<file path="src/rtl/exe_mem_pipe_skid.sv">
// EX/MEM pipeline register with valid/ready handshake, one-entry skid buffer, flush and forwarding tap.
// Optional stall counter output enabled by defining EXMEM_STALL_CNT_EN.
module exe_mem_pipe_skid #(
    parameter int XLEN    = 32,
    parameter int RADDR_W = 5,
    parameter int CNT_W   = 16
) (
    input  logic               clk,
    input  logic               rst_n,
`ifdef EXMEM_STALL_CNT_EN
    output logic [CNT_W-1:0]   stall_cnt_o,
`endif
    input  logic               flush_i,
    input  logic               in_valid_i,
    output logic               in_ready_o,
    input  logic [XLEN-1:0]    src2_data_i,
    input  logic [XLEN-1:0]    exe_data_i,
    input  logic               reg_wen_n_i,
    input  logic               dm_enable_n_i,
    input  logic               dm_wen_n_i,
    input  logic               wb_mux_sel_i,
    input  logic [RADDR_W-1:0] rd_addr_i,
    output logic               out_valid_o,
    input  logic               out_ready_i,
    output logic [XLEN-1:0]    src2_data_o,
    output logic [XLEN-1:0]    exe_data_o,
    output logic               reg_wen_n_o,
    output logic               dm_enable_n_o,
    output logic               dm_wen_n_o,
    output logic               wb_mux_sel_o,
    output logic [RADDR_W-1:0] rd_addr_o,
    output logic               fwd_valid_o,
    output logic [RADDR_W-1:0] fwd_rd_addr_o,
    output logic [XLEN-1:0]    fwd_data_o
);

    typedef enum logic [1:0] {EMPTY, ONE, TWO} state_t;

    typedef struct packed {
        logic [XLEN-1:0]    src2;
        logic [XLEN-1:0]    exe;
        logic               reg_wen_n;
        logic               dm_enable_n;
        logic               dm_wen_n;
        logic               wb_mux_sel;
        logic [RADDR_W-1:0] rd_addr;
    } beat_t;

    localparam beat_t BUBBLE = '{src2: '0, exe: '0, reg_wen_n: 1'b1, dm_enable_n: 1'b1,
                                 dm_wen_n: 1'b1, wb_mux_sel: 1'b0, rd_addr: '0};

    state_t state_q, state_d;
    beat_t  main_q, main_d, skid_q, skid_d, in_beat;
    logic   in_ready_q, out_valid_q;
    logic   accept, drain;

    assign in_beat = '{src2: src2_data_i, exe: exe_data_i, reg_wen_n: reg_wen_n_i,
                       dm_enable_n: dm_enable_n_i, dm_wen_n: dm_wen_n_i,
                       wb_mux_sel: wb_mux_sel_i, rd_addr: rd_addr_i};

    assign accept = in_valid_i & in_ready_q & ~flush_i;
    assign drain  = out_valid_q & out_ready_i;

    always_comb begin
        state_d = state_q;
        main_d  = main_q;
        skid_d  = skid_q;
        if (flush_i) begin
            state_d = EMPTY;
            main_d  = BUBBLE;
            skid_d  = BUBBLE;
        end else begin
            unique case (state_q)
                EMPTY: begin
                    if (accept) begin
                        state_d = ONE;
                        main_d  = in_beat;
                    end
                end
                ONE: begin
                    if (accept && drain) begin
                        main_d = in_beat;
                    end else if (accept) begin
                        state_d = TWO;
                        skid_d  = in_beat;
                    end else if (drain) begin
                        state_d = EMPTY;
                        main_d  = BUBBLE;
                    end
                end
                TWO: begin
                    if (drain) begin
                        state_d = ONE;
                        main_d  = skid_q;
                        skid_d  = BUBBLE;
                    end
                end
                default: begin
                    state_d = EMPTY;
                    main_d  = BUBBLE;
                    skid_d  = BUBBLE;
                end
            endcase
        end
    end

    // Handshake flags are registered from the next state so out_ready_i never reaches in_ready_o combinationally.
    always_ff @(posedge clk or negedge rst_n) begin
        if (!rst_n) begin
            state_q     <= EMPTY;
            main_q      <= BUBBLE;
            skid_q      <= BUBBLE;
            in_ready_q  <= 1'b1;
            out_valid_q <= 1'b0;
        end else begin
            state_q     <= state_d;
            main_q      <= main_d;
            skid_q      <= skid_d;
            in_ready_q  <= (state_d != TWO);
            out_valid_q <= (state_d != EMPTY);
        end
    end

`ifdef EXMEM_STALL_CNT_EN
    logic [CNT_W-1:0] stall_cnt_q, stall_cnt_d;

    always_comb begin
        stall_cnt_d = stall_cnt_q;
        if (out_valid_q && !out_ready_i && (stall_cnt_q != {CNT_W{1'b1}}))
            stall_cnt_d = stall_cnt_q + CNT_W'(1);
    end

    always_ff @(posedge clk or negedge rst_n) begin
        if (!rst_n) stall_cnt_q <= '0;
        else        stall_cnt_q <= stall_cnt_d;
    end

    assign stall_cnt_o = stall_cnt_q;
`endif

    assign in_ready_o    = in_ready_q;
    assign out_valid_o   = out_valid_q;
    assign src2_data_o   = main_q.src2;
    assign exe_data_o    = main_q.exe;
    assign reg_wen_n_o   = main_q.reg_wen_n;
    assign dm_enable_n_o = main_q.dm_enable_n;
    assign dm_wen_n_o    = main_q.dm_wen_n;
    assign wb_mux_sel_o  = main_q.wb_mux_sel;
    assign rd_addr_o     = main_q.rd_addr;

    // Only the main register is forwarded; the skid entry is not yet visible to the MEM stage.
    assign fwd_valid_o   = out_valid_q & ~main_q.reg_wen_n & (main_q.rd_addr != '0);
    assign fwd_rd_addr_o = main_q.rd_addr;
    assign fwd_data_o    = main_q.exe;

endmodule

</file>
<file path="config.mk">
export PLATFORM = sky130hd
export DESIGN_NAME = exe_mem_pipe_skid
export DESIGN_NICKNAME = d
export VERILOG_FILES = /design/src/rtl/exe_mem_pipe_skid.sv
export SDC_FILE = /design/constraint.sdc
export NUM_CORES = 1
export LEC_CHECK = 0
export BUFFER_PORTS_ARGS = -buffer_cell sky130_fd_sc_hd__buf_2
export CAP_MARGIN = 15
export CORE_MARGIN = 4
export CORE_UTILIZATION = 45
export DETAILED_ROUTE_END_ITERATION = 12
export PLACE_DENSITY = 0.75
export SYNTH_ARGS = -nofsm -noshare
export SYNTH_HDL_FRONTEND = slang
export SYNTH_SLANG_ARGS = --single-unit
</file>
<file path="constraint.sdc">
create_clock -name clk -period 3 [get_ports clk]
set_input_delay 0.6 -clock clk [delete_from_list [all_inputs] [get_ports clk]]
set_output_delay 0.6 -clock clk [all_outputs]
set_load 0.02 [all_outputs]
</file>
==> results of run 1 <==
## per-layer routing
metal	up-vias	global-route usage [%]	share of wire (%)
li1	2457	-	-
met5	-	0	0
met2	170	30.8	45
met4	0	5.43	1.0
met1	2607	27.7	47
met3	13	4.98	6.9
## stage by stage
| step | hold WS [ps] | cells | setup slack [ps] |
|---|---|---|---|
| 3_5_place_dp | 468 | 967 | 693 |
| 3_3_place_gp | 468 | 967 | 722 |
| 6_report | 158 | 998 | 653 |
| 4_1_cts | 189 | 998 | 611 |
| 5_1_grt | 219 | 998 | 555 |
| 2_1_floorplan | 304 | 640 | 1230 |
## area by class of cell
| type | count | area, sq um | area share, % |
|---|---|---|---|
| clock buffers | 19 | 443 | 5.17 |
| clock inverters | 12 | 226 | 2.64 |
| inverters | 73 | 274 | 3.20 |
| multi-input cells | 331 | 2510 | 29.3 |
| flip-flops and latches | 150 | 3760 | 43.9 |
| well taps | 211 | 264 | 3.08 |
| repair buffers | 202 | 1080 | 12.7 |
## sequential cells by signal, indices dropped and copies added, names as in the netlist
signal,flops
skid_q,73
exe_data_o,32
src2_data_o,32
fwd_rd_addr_o,5
state_q,2
dm_enable_n_o,1
dm_wen_n_o,1
in_ready_o,1
out_valid_o,1
reg_wen_n_o,1
wb_mux_sel_o,1
## path summary, 6_finish.rpt
| kind | from | end | slack [ps] | cells after the start |
|---|---|---|---|---|
| hold / removal | rst_n | skid_q[26] | 160 | 1 |
| min in group clk | src2_data_i[7] | skid_q[48] | 430 | 3 |
| hold reg to reg | src2_data_o[6] | src2_data_o[6] | 480 | 1 |
| max in group asynchronous | rst_n | dm_enable_n_o | 2010 | 2 |
| setup reg to reg | state_q[1] | exe_data_o[9] | 760 | 4 |
| setup / recovery | fwd_rd_addr_o[3] | fwd_valid_o | 650 | 4 |
## cells by family after synthesis
family                    Yosys count
AOI/OAI and AO/OA                 158
buffers and inverters             159
muxes                              73
and+or+nand+nor                    99
xor gates and xnor gates            1
DFF                               150
## power by group through the flow
stage,sequential (uW),combinational (uW),clock (uW)
global placement,2310,996,0
detailed placement,2320,1010,0
finish,2280,992,2420
floorplan,2410,596,0
CTS,2280,1010,2470
global route,2300,1090,2550
## critical path, cell delays in order, from the launching register on
cell and delay (ps):
dfrtp_1 430, or4_1 540, nor2_1 140, nor3b_1 60, buf_2 160
## cells in the mapped netlist
| cell type | number | area share [%] |
|---|---|---|
| nand2_1 | 74 | 3.9 |
| o21bai_1 | 1 | 0.11 |
| o21ai_0 | 2 | 0.14 |
| nor2_2 | 1 | 0.089 |
| inv_1 | 73 | 3.9 |
| buf_6 | 2 | 0.32 |
| nand2b_1 | 5 | 0.44 |
| and3_1 | 1 | 0.089 |
| buf_4 | 45 | 4.8 |
| dfstp_2 | 7 | 2.6 |
| a22oi_1 | 59 | 6.3 |
| o2bb2ai_1 | 69 | 8.6 |
| buf_1 | 1 | 0.053 |
| o21ai_1 | 1 | 0.071 |
| or4_1 | 1 | 0.11 |
| xnor2_1 | 1 | 0.12 |
| a22o_1 | 1 | 0.12 |
| buf_2 | 27 | 1.9 |
| mux2i_1 | 70 | 9.9 |
| nor2b_1 | 4 | 0.36 |
| nor3_1 | 4 | 0.28 |
| a21o_1 | 1 | 0.11 |
| and3b_1 | 1 | 0.12 |
| mux2_2 | 3 | 0.48 |
| a211oi_1 | 1 | 0.11 |
| a2bb2oi_2 | 1 | 0.21 |
| clkbuf_1 | 11 | 0.59 |
| a31oi_1 | 1 | 0.089 |
| a22oi_2 | 10 | 1.8 |
| a21oi_1 | 9 | 0.64 |
| a31o_1 | 1 | 0.12 |
| nor3b_1 | 2 | 0.21 |
| o22ai_1 | 1 | 0.089 |
| nor2_1 | 5 | 0.27 |
| and2_1 | 1 | 0.089 |
| dfrtp_1 | 143 | 51 |
==> reports/qor.csv, run 1 <==
stage;metric;value;unit
status;status;completed;
timing;post-route-min-period;2350;ps
global_routing;grt_pass1_wl;28400;um
power;p_total;5690;uW
finish;area_delta_synth_final;21.7;%
min_path;hp-class;primary input to async pin;
place;routabilityCongestion;0.786;
logic_synthesis;synth_nets;718;
timing;slew_viol_final;0;
timing;final.setup.tns;0;ps
finish;fillers;1312;
finish;final_common_cell;buf_2;
route;wirelength;17000;um
floorplanning;core;15300;sq um
finish;antennaDiodeCount;0;
clock_tree;cts_setup_buffers;0;
global_routing;grt_pass1_vias;5442;
logic_synthesis;yosys_warnings;0;
power;p_int;4110;uW
finish;post-route-util;56.2;%
clock_tree;clock_path_buffers;2;
clock_tree;cts_root_buf;clkbuf_16;
route;firstDrtPassIters;4;
logic_synthesis;seq_area_frac_synth;53.4;%
logic_synthesis;synthMuxAreaShare;10.4;%
clock_tree;cts_hold_buffers;0;
logic_synthesis;synth_compound_area_share;18.5;%
clock_tree;insertion_delay;420;ps
worst_setup_path;cp_max_fo;4;
timing;setup_viol;0;
power;p_clk_share;42.5;%
place;dp_hpwl;10900;um
floorplanning;die_h;133;um
worst_setup_path;cp.required;2400;ps
route;drtAntennaViolNets;0;
logic_synthesis;synth_simple_gate_area_share;6.00;%
power;p_sw;1590;uW
worst_setup_path;startpoint_type;register;
worst_setup_path;arrival;1750;ps
place;io_buffers;190;
clock_tree;path_clk_slew;60;ps
worst_setup_path;end_kind;output pin;
logic_synthesis;synthXorXnorAreaFrac;0.124;%
timing;min_period_over_period;78.2;%
power;switching_share;27.9;%
route;vias;5247;
clock_tree;cts_tree;yes;
clock_tree;ctsResizeCount;0;
logic_synthesis;synth.distinct_cells;36;
route;post-route-drc-count;0;
logic_synthesis;synthAdderAreaFrac;0;%
finish;nets;853;
power;cellLeakagePower;0.00431;uW
global_routing;grt_max_degree;73;
global_routing;antenna_found_initial;0;
floorplanning;num_rows;45;
power;p_comb_share;17.4;%
timing;clock.fmax;426;MHz
logic_synthesis;syn_inst;640;
floorplanning;initial_core_util;46.2;%
timing;tightest_slew;969;ps
clock_tree;cts_max_level;4;
timing;rsz0062_at_grt;no;
route;routedWlPerCell;17.0;um
job;cap_violations;0;
clock_tree;cts.sinks;150;
logic_synthesis;synth_area;7040;sq um
logic_synthesis;synth_top_family_by_area;compound AO/OA/AOI/OAI gates;
timing;slew_headroom;35.4;%
floorplanning;die_w;133;um
route;drtIter0Drc;282;
power;powerDensity;665;nW/um^2
route;via_per_inst;5.26;
timing;skew;6.63;ps
floorplanning;io_pins;191;
finish;postLayoutCellArea;8570;sq um
finish;drive_above_1_share;32.9;%
place;dpl_cell_area;7900;sq um
worst_setup_path;crit_type;register to output pin;
timing;hold_viol;0;
global_routing;track_usage;19.8;%
power;power_frac_seq;40.1;%
floorplanning;dieArea;17700;sq um
logic_synthesis;ys_ff_latch;150;
logic_synthesis;avgSynthCellArea;11.0;sq um
clock_tree;numCtsBuffers;17;
power;vdd_drop_max;0.438;mV
global_routing;grt-ovfl-total;0;
finish;layout_common_cells;buf_2 (189), dfrtp_1 (143), nand2_1 (74);
No activity file was read; power rests on OpenSTA's default activity.
==> run 2, diff against run 1 <==
--- a/config.mk
+++ b/config.mk
@@ -10,7 +10,7 @@
 export CORE_MARGIN = 4
 export CORE_UTILIZATION = 45
 export DETAILED_ROUTE_END_ITERATION = 12
-export PLACE_DENSITY = 0.75
+export PLACE_DENSITY = 0.78
 export SYNTH_ARGS = -nofsm -noshare
 export SYNTH_HDL_FRONTEND = slang
 export SYNTH_SLANG_ARGS = --single-unit
==> constraint.sdc (replaced) <==
create_clock -name clk -period 2.1 [get_ports clk]
set_input_delay 0.42 -clock clk [delete_from_list [all_inputs] [get_ports clk]]
set_output_delay 0.42 -clock clk [all_outputs]
set_load 0.02 [all_outputs]
==> run 2 against run 1 <==
  * Wire length rose by 4.4%
  * Design area is 1.1% higher
  * Die area unchanged
  * Clock power increased by 26%
  * Clock skew grew 4.4 ps
  * Clock-buffer cell count rose by 2
  * Via count grew 2.6%
  * Register-to-register slack got worse by 590 ps
  * Non-clock buffer count is 10 higher
  * Sequential share of layout area fell by 0.46 points
==> reports/qor.csv, run 2 (synthesized netlist as in run 1, its figures left out) <==
stage;metric;value;unit;change
place;routabilityCongestion;0.742;;-5.7%
timing;final.setup.tns;0;ps;unchanged
finish;antennaDiodeCount;0;;unchanged
timing;post-route-min-period;2040;ps;
finish;nets;864;;+1.3%
worst_setup_path;critical-path-max-stage-delay;500;ps;-40 ps
power;cellLeakagePower;0.00437;uW;+1.3%
job;cap_violations;0;;unchanged
status;status;completed;;
route;firstDrtPassIters;5;;+1
route;routedWlPerCell;17.6;um;+3.3%
finish;fin_cells;1009;;+1.1%
floorplanning;initial_core_util;46.2;%;unchanged
finish;final_common_cell;buf_2;;
clock_tree;cts_root_buf;clkbuf_16;;
timing;hold_viol;0;;unchanged
clock_tree;clock_path_buffers;2;;unchanged
finish;fillers;1326;;+1.1%
worst_setup_path;cp.required;1680;ps;-720 ps
timing;slew_headroom;58.9;%;+23 points
global_routing;grt_max_degree;70;;-4.1%
worst_setup_path;startpoint_type;register;;
timing;clock.fmax;489;MHz;
power;p_total;7830;uW;+37%
worst_setup_path;end_kind;output pin;;
timing;min_period_over_period;97.3;%;
floorplanning;io_pins;191;;unchanged
timing;tightest_slew;617;ps;-352 ps
place;io_buffers;190;;unchanged
finish;layout_common_cells;buf_2 (189), dfrtp_1 (143), nand2_1 (74);;
route;post-route-drc-count;0;;unchanged
route;vias;5382;;+2.6%
floorplanning;dieArea;17700;sq um;unchanged
worst_setup_path;cp_max_fo;4;;unchanged
finish;top_register;skid_q;;
global_routing;grt-ovfl-total;0;;unchanged
timing;rsz0062_at_grt;yes;;
clock_tree;cts_tree;yes;;
global_routing;grt_pass1_vias;5431;;-0.20%
power;p_int;5570;uW;+36%
power;p_sw;2260;uW;+42%
place;dp.cells;975;;+0.83%
global_routing;antenna_found_initial;2;;+2
place;place_ws;37.6;ps;-655 ps
clock_tree;path_clk_slew;60;ps;about the same
global_routing;grt_pass1_wl;28800;um;+1.1%
route;drtIter0Drc;301;;+6.7%
route;drtAntennaViolNets;0;;unchanged
clock_tree;insertion_delay;420;ps;about the same
timing;skew;11.0;ps;+4.39 ps
floorplanning;num_rows;45;;unchanged
power;switching_share;28.8;%;+0.91 points
power;p_comb_share;19.3;%;+1.9 points
power;powerDensity;904;nW/um^2;+36%
finish;largest_reg_flops;73;;unchanged
route;wirelength;17700;um;+4.4%
worst_setup_path;cpMaxStageDelayCell;or4_1;;
clock_tree;numCtsBuffers;17;;unchanged
clock_tree;cts.sinks;150;;unchanged
floorplanning;die_w;133;um;unchanged
timing;slew_viol_final;0;;unchanged
worst_setup_path;crit_type;register to output pin;;
worst_setup_path;arrival;1620;ps;-130 ps
timing;fin_ws;57.0;ps;-596 ps
worst_setup_path;crit_chain;or4_1 -> nor2_1 -> nor3b_1 -> buf_2;;
place;dp_hpwl;11400;um;+4.4%
min_path;hp-class;primary input to register;;
route;via_per_inst;5.33;;+1.5%
floorplanning;die_h;133;um;unchanged
finish;drive_above_1_share;33.6;%;+0.67 points
timing;setup_viol;0;;unchanged
floorplanning;core;15300;sq um;unchanged
power;power_frac_seq;41.6;%;+1.5 points
global_routing;track_usage;20.0;%;+0.30 points
clock_tree;cts_max_level;4;;unchanged
power;p_clk_share;39.1;%;-3.4 points
finish;area_delta_synth_final;23.0;%;
power;vdd_drop_max;0.554;mV;+27%
## run 2: changes by cell type in the layout (fill, tap and decap cells not counted), sizes merged
cell	change
buf	+9
clkinvlp	-2
clkinv	+3
dlygate4sd3	+1
bufinv	-3
clkbuf	+2
a31o	+1
## run 2: critical path: cells and delay by family, from the launching register on
kind	cells	cell delay (ps)
buffers and inverters	1	150
AND/OR/NAND/NOR	3	650
flip-flops	1	410
## run 2: path summary, 6_finish.rpt
| path | slack, ps | endpoint | startpoint | cells past startpoint |
|---|---|---|---|---|
| worst min-delay path | 250 | skid_q[56] | src2_data_i[15] | 3 |
| worst max-delay path | 60 | fwd_valid_o | fwd_rd_addr_o[3] | 4 |
| max in group asynchronous | 980 | src2_data_o[13] | rst_n | 3 |
| worst max register to register | 170 | exe_data_o[30] | state_q[1] | 5 |
| worst min register to register | 480 | src2_data_o[24] | src2_data_o[24] | 1 |
| min in group asynchronous | 490 | skid_q[29] | rst_n | 2 |
## run 2: timing repair
item	CTS	global route
setup buffers	0	1
endpoints found under the setup margin	0	64
hold buffers	1	0
hold endpoints to repair	29	0
resized for setup	0	1
## run 2: final cells by class
cell class,count,area (sq um),area share [%]
timing repair buffer,212,1240,14.3
inverter,73,274,3.16
clock buffer,21,460,5.32
multi-input combinational,332,2530,29.2
clock inverter,10,129,1.49
tap,211,264,3.05
sequential,150,3760,43.4
## run 2: per-stage QoR
| step | cell area (sq um) | hold WS (ps) | utilization, % |
|---|---|---|---|
| global placement | 8040 | 363 | 52.7 |
| CTS | 8630 | 239 | 56.6 |
| global route | 8660 | 244 | 56.8 |
| detailed placement | 8040 | 365 | 52.7 |
| floorplan | 7040 | 124 | - |
| finish | 8660 | 250 | 56.8 |
## run 2: power by group through the flow
stage                     clock network (uW)  registers [uW]  logic (uW)
after global routing                    3260            3290        1640
after detailed placement                   0            3300        1500
after floorplan                            0            3440         851
after global placement                     0            3300        1480
final                                   3060            3260        1510
after CTS                               3130            3260        1510
## run 2: layer usage
| metal | vias to the layer above | track usage (%) | wire [um] |
|---|---|---|---|
| li1 | 2488 | - | - |
| met1 | 2664 | 28.4 | 7950 |
| met2 | 210 | 31.5 | 8360 |
| met3 | 16 | 4.72 | 1230 |
| met4 | 4 | 4.80 | 144 |
| met5 | - | 0 | 21 |
==> run 3, diff against run 2 <==
--- a/config.mk
+++ b/config.mk
@@ -10,7 +10,8 @@
 export CORE_MARGIN = 4
 export CORE_UTILIZATION = 45
 export DETAILED_ROUTE_END_ITERATION = 12
-export PLACE_DENSITY = 0.78
+export MAX_ROUTING_LAYER = met4
+export PLACE_DENSITY = 0.75
 export SYNTH_ARGS = -nofsm -noshare
 export SYNTH_HDL_FRONTEND = slang
 export SYNTH_SLANG_ARGS = --single-unit
==> constraint.sdc (replaced) <==
create_clock -name clk -period 2.05 [get_ports clk]
set_input_delay 0.41 -clock clk [delete_from_list [all_inputs] [get_ports clk]]
set_output_delay 0.41 -clock clk [all_outputs]
set_load 0.02 [all_outputs]
==> run 3 against run 2 <==
  * The run now ends with setup timing left
  * Cell count increased by 0.20%
  * Design area decreased by 0.35%
  * Power increased by 1.3%
  * Sequential share of layout area increased by 0.15 points
  * Register-to-register slack improved by 30 ps
  * Core utilization decreased by 0.20 points
  * Sequential power increased by 2%
  * Via count decreased by 0.89%
  * Clock power about the same
  * Clock-buffer cell count increased by 1
  * Non-clock buffer count unchanged
  * First-iteration DRC count decreased by 9.3%
  * Critical path type unchanged
  * Highest routed layer is now met4
==> reports/qor.csv, run 3 (synthesized netlist as in run 1, its figures left out) <==
stage;metric;value;unit;change
floorplanning;num_rows;45;;unchanged
timing;setup_viol;1;;+1
status;violations;setup timing;;
timing;slew_viol_final;0;;unchanged
timing;min_period_over_period;101;%;
finish;nets;864;;unchanged
finish;layout_common_cells;buf_2 (188), dfrtp_1 (143), nand2_1 (74);;
finish;fin_cells;1011;;+0.20%
global_routing;grt-ovfl-total;0;;unchanged
clock_tree;cts.sinks;150;;unchanged
place;io_buffers;190;;unchanged
power;cellLeakagePower;0.00434;uW;-0.65%
route;routedWlPerCell;17.8;um;+1.4%
global_routing;grt_max_degree;61;;-13%
worst_setup_path;startpoint_type;register;;
worst_setup_path;end_kind;output pin;;
global_routing;grt_pass1_wl;29100;um;+1.3%
clock_tree;cts_max_level;4;;unchanged
floorplanning;io_pins;191;;unchanged
timing;hold_slack;238;ps;-11.9 ps
worst_setup_path;cp_num_buf_inv;1;;unchanged
clock_tree;path_clk_slew;60;ps;about the same
finish;post-route-util;56.6;%;-0.20 points
floorplanning;dieArea;17700;sq um;unchanged
route;drtAntennaViolNets;0;;unchanged
clock_tree;clock_path_buffers;2;;unchanged
timing;clock.fmax;482;MHz;
place;dp.cells;973;;-0.21%
route;firstDrtPassIters;5;;unchanged
route;post-route-drc-count;0;;unchanged
floorplanning;initial_core_util;46.2;%;unchanged
timing;fin_ws;-25.7;ps;-82.7 ps
worst_setup_path;reg2reg_depth;6;;+1
min_path;whs_path_depth;3;;unchanged
global_routing;track_usage;21.1;%;+1.1 points
worst_setup_path;reg2reg_slack;200;ps;+30 ps
clock_tree;cts_root_buf;clkbuf_16;;
worst_setup_path;rr_startpoint;state_q[1];;
power;powerDensity;919;nW/um^2;+1.7%
finish;top_register;skid_q;;
clock_tree;numCtsBuffers;17;;unchanged
route;vias;5334;;-0.89%
timing;rsz0062_at_grt;yes;;
finish;largest_reg_flops;73;;unchanged
place;dp_hpwl;11000;um;-2.9%
job;cap_violations;0;;unchanged
route;wirelength;18000;um;+1.6%
finish;area_delta_synth_final;22.5;%;
worst_setup_path;cp_max_fo;2;;-2
place;routabilityCongestion;0.755;;+1.8%
timing;final.setup.tns;-25.7;ps;-25.7 ps
global_routing;antenna_found_initial;1;;-1
timing;tightest_slew;610;ps;-6.74 ps
timing;slew_headroom;59.3;%;+0.45 points
min_path;whs_endpoint;skid_q[13];;
floorplanning;core;15300;sq um;unchanged
worst_setup_path;crit_type;register to output pin;;
finish;fillers;1337;;+0.83%
clock_tree;insertion_delay;420;ps;about the same
route;via_per_inst;5.28;;-1.1%
floorplanning;die_h;133;um;unchanged
place;place_ws;-76.7;ps;-114 ps
worst_setup_path;cpLargestDelayFamily;simple AND/OR/NAND/NOR gates;;
power;vdd_drop_max;0.645;mV;+16%
worst_setup_path;r2r_end;exe_data_o[0];;
status;status;finished with violations;;
finish;drive_above_1_share;34.0;%;+0.46 points
global_routing;grt_pass1_vias;5466;;+0.64%
route;drtIter0Drc;273;;-9.3%
worst_setup_path;crit_chain;or4_4 -> nor2_4 -> nor3b_1 -> buf_4;;
timing;post-route-min-period;2080;ps;
timing;hold_viol;0;;unchanged
worst_setup_path;cpMaxStageDelayCell;or4_4;;
clock_tree;cts_tree;yes;;
worst_setup_path;cp.required;1640;ps;-40 ps
min_path;hp-class;primary input to register;;
floorplanning;die_w;133;um;unchanged
timing;skew;7.35;ps;-3.66 ps
worst_setup_path;critical-path-max-stage-delay;560;ps;+60 ps
finish;final_common_cell;buf_2;;
min_path;min_from;exe_data_i[4];;
worst_setup_path;arrival;1670;ps;+50 ps
[run 3: cell types whose count changed in the layout (fill, tap and decap cells not counted), sizes merged]
cell / previous run / this run
clkinv: 7 / 4
clkbuf: 21 / 22
bufinv: 3 / 1
diode: 0 / 1
inv: 73 / 74
clkinvlp: 0 / 4
[run 3: final cells by class]
type	count	area (sq um)	area share, %
timing repair buffer	212	1200	13.9
tap	211	264	3.06
clock buffer	22	484	5.61
multi-input combinational	332	2540	29.5
inverter	73	274	3.18
sequential	150	3760	43.6
clock inverter	10	96.3	1.12
antenna	1	2.50	0.0290
[run 3: what timing repair did]
item	CTS	global route
buffers inserted	2	1
hold buffers	1	0
pin swaps	1	1
setup endpoints to repair	54	1
endpoints found under the hold margin	27	0
resized for setup	4	1
gates cloned	1	0
[run 3: layer usage]
layer  vias to the layer above  wire, um  global-route usage (%)
met5                         -         0                       -
met4                         0       288                    6.40
met3                        22      1180                    5.25
met2                       181      8270                    32.1
met1                      2644      8250                    28.3
li1                       2487         -                       -
[run 3: report_power, final]
part	switching, uW	internal, uW
clock network	1250	1800
registers	144	3190
logic	998	550
[run 3: worst register-to-register path: cells and delay by family, from the launching register on]
family,cells,cell delay (ps)
buf+inv,2,620
compound gates,2,360
simple gates,2,420
flops,1,370
[run 3: how the worst max path moves through the flow]
stage	slack, ps	endpoint	cells after the start	from
after floorplan	460	src2_data_o[23]	7	out_valid_o
after global placement	20	exe_data_o[18]	5	out_ready_i
after detailed placement	-80	exe_data_o[0]	4	in_ready_o
after CTS	-40	fwd_valid_o	4	fwd_rd_addr_o[0]
after global routing	-70	fwd_valid_o	4	fwd_rd_addr_o[3]
final	-30	fwd_valid_o	4	fwd_rd_addr_o[3]
[run 3: through the flow]
stage,area (sq um),power [uW]
after floorplan,7040,4400
after global placement,7980,4880
after detailed placement,7980,4900
after CTS,8610,8010
after global routing,8630,8290
final,8630,7930
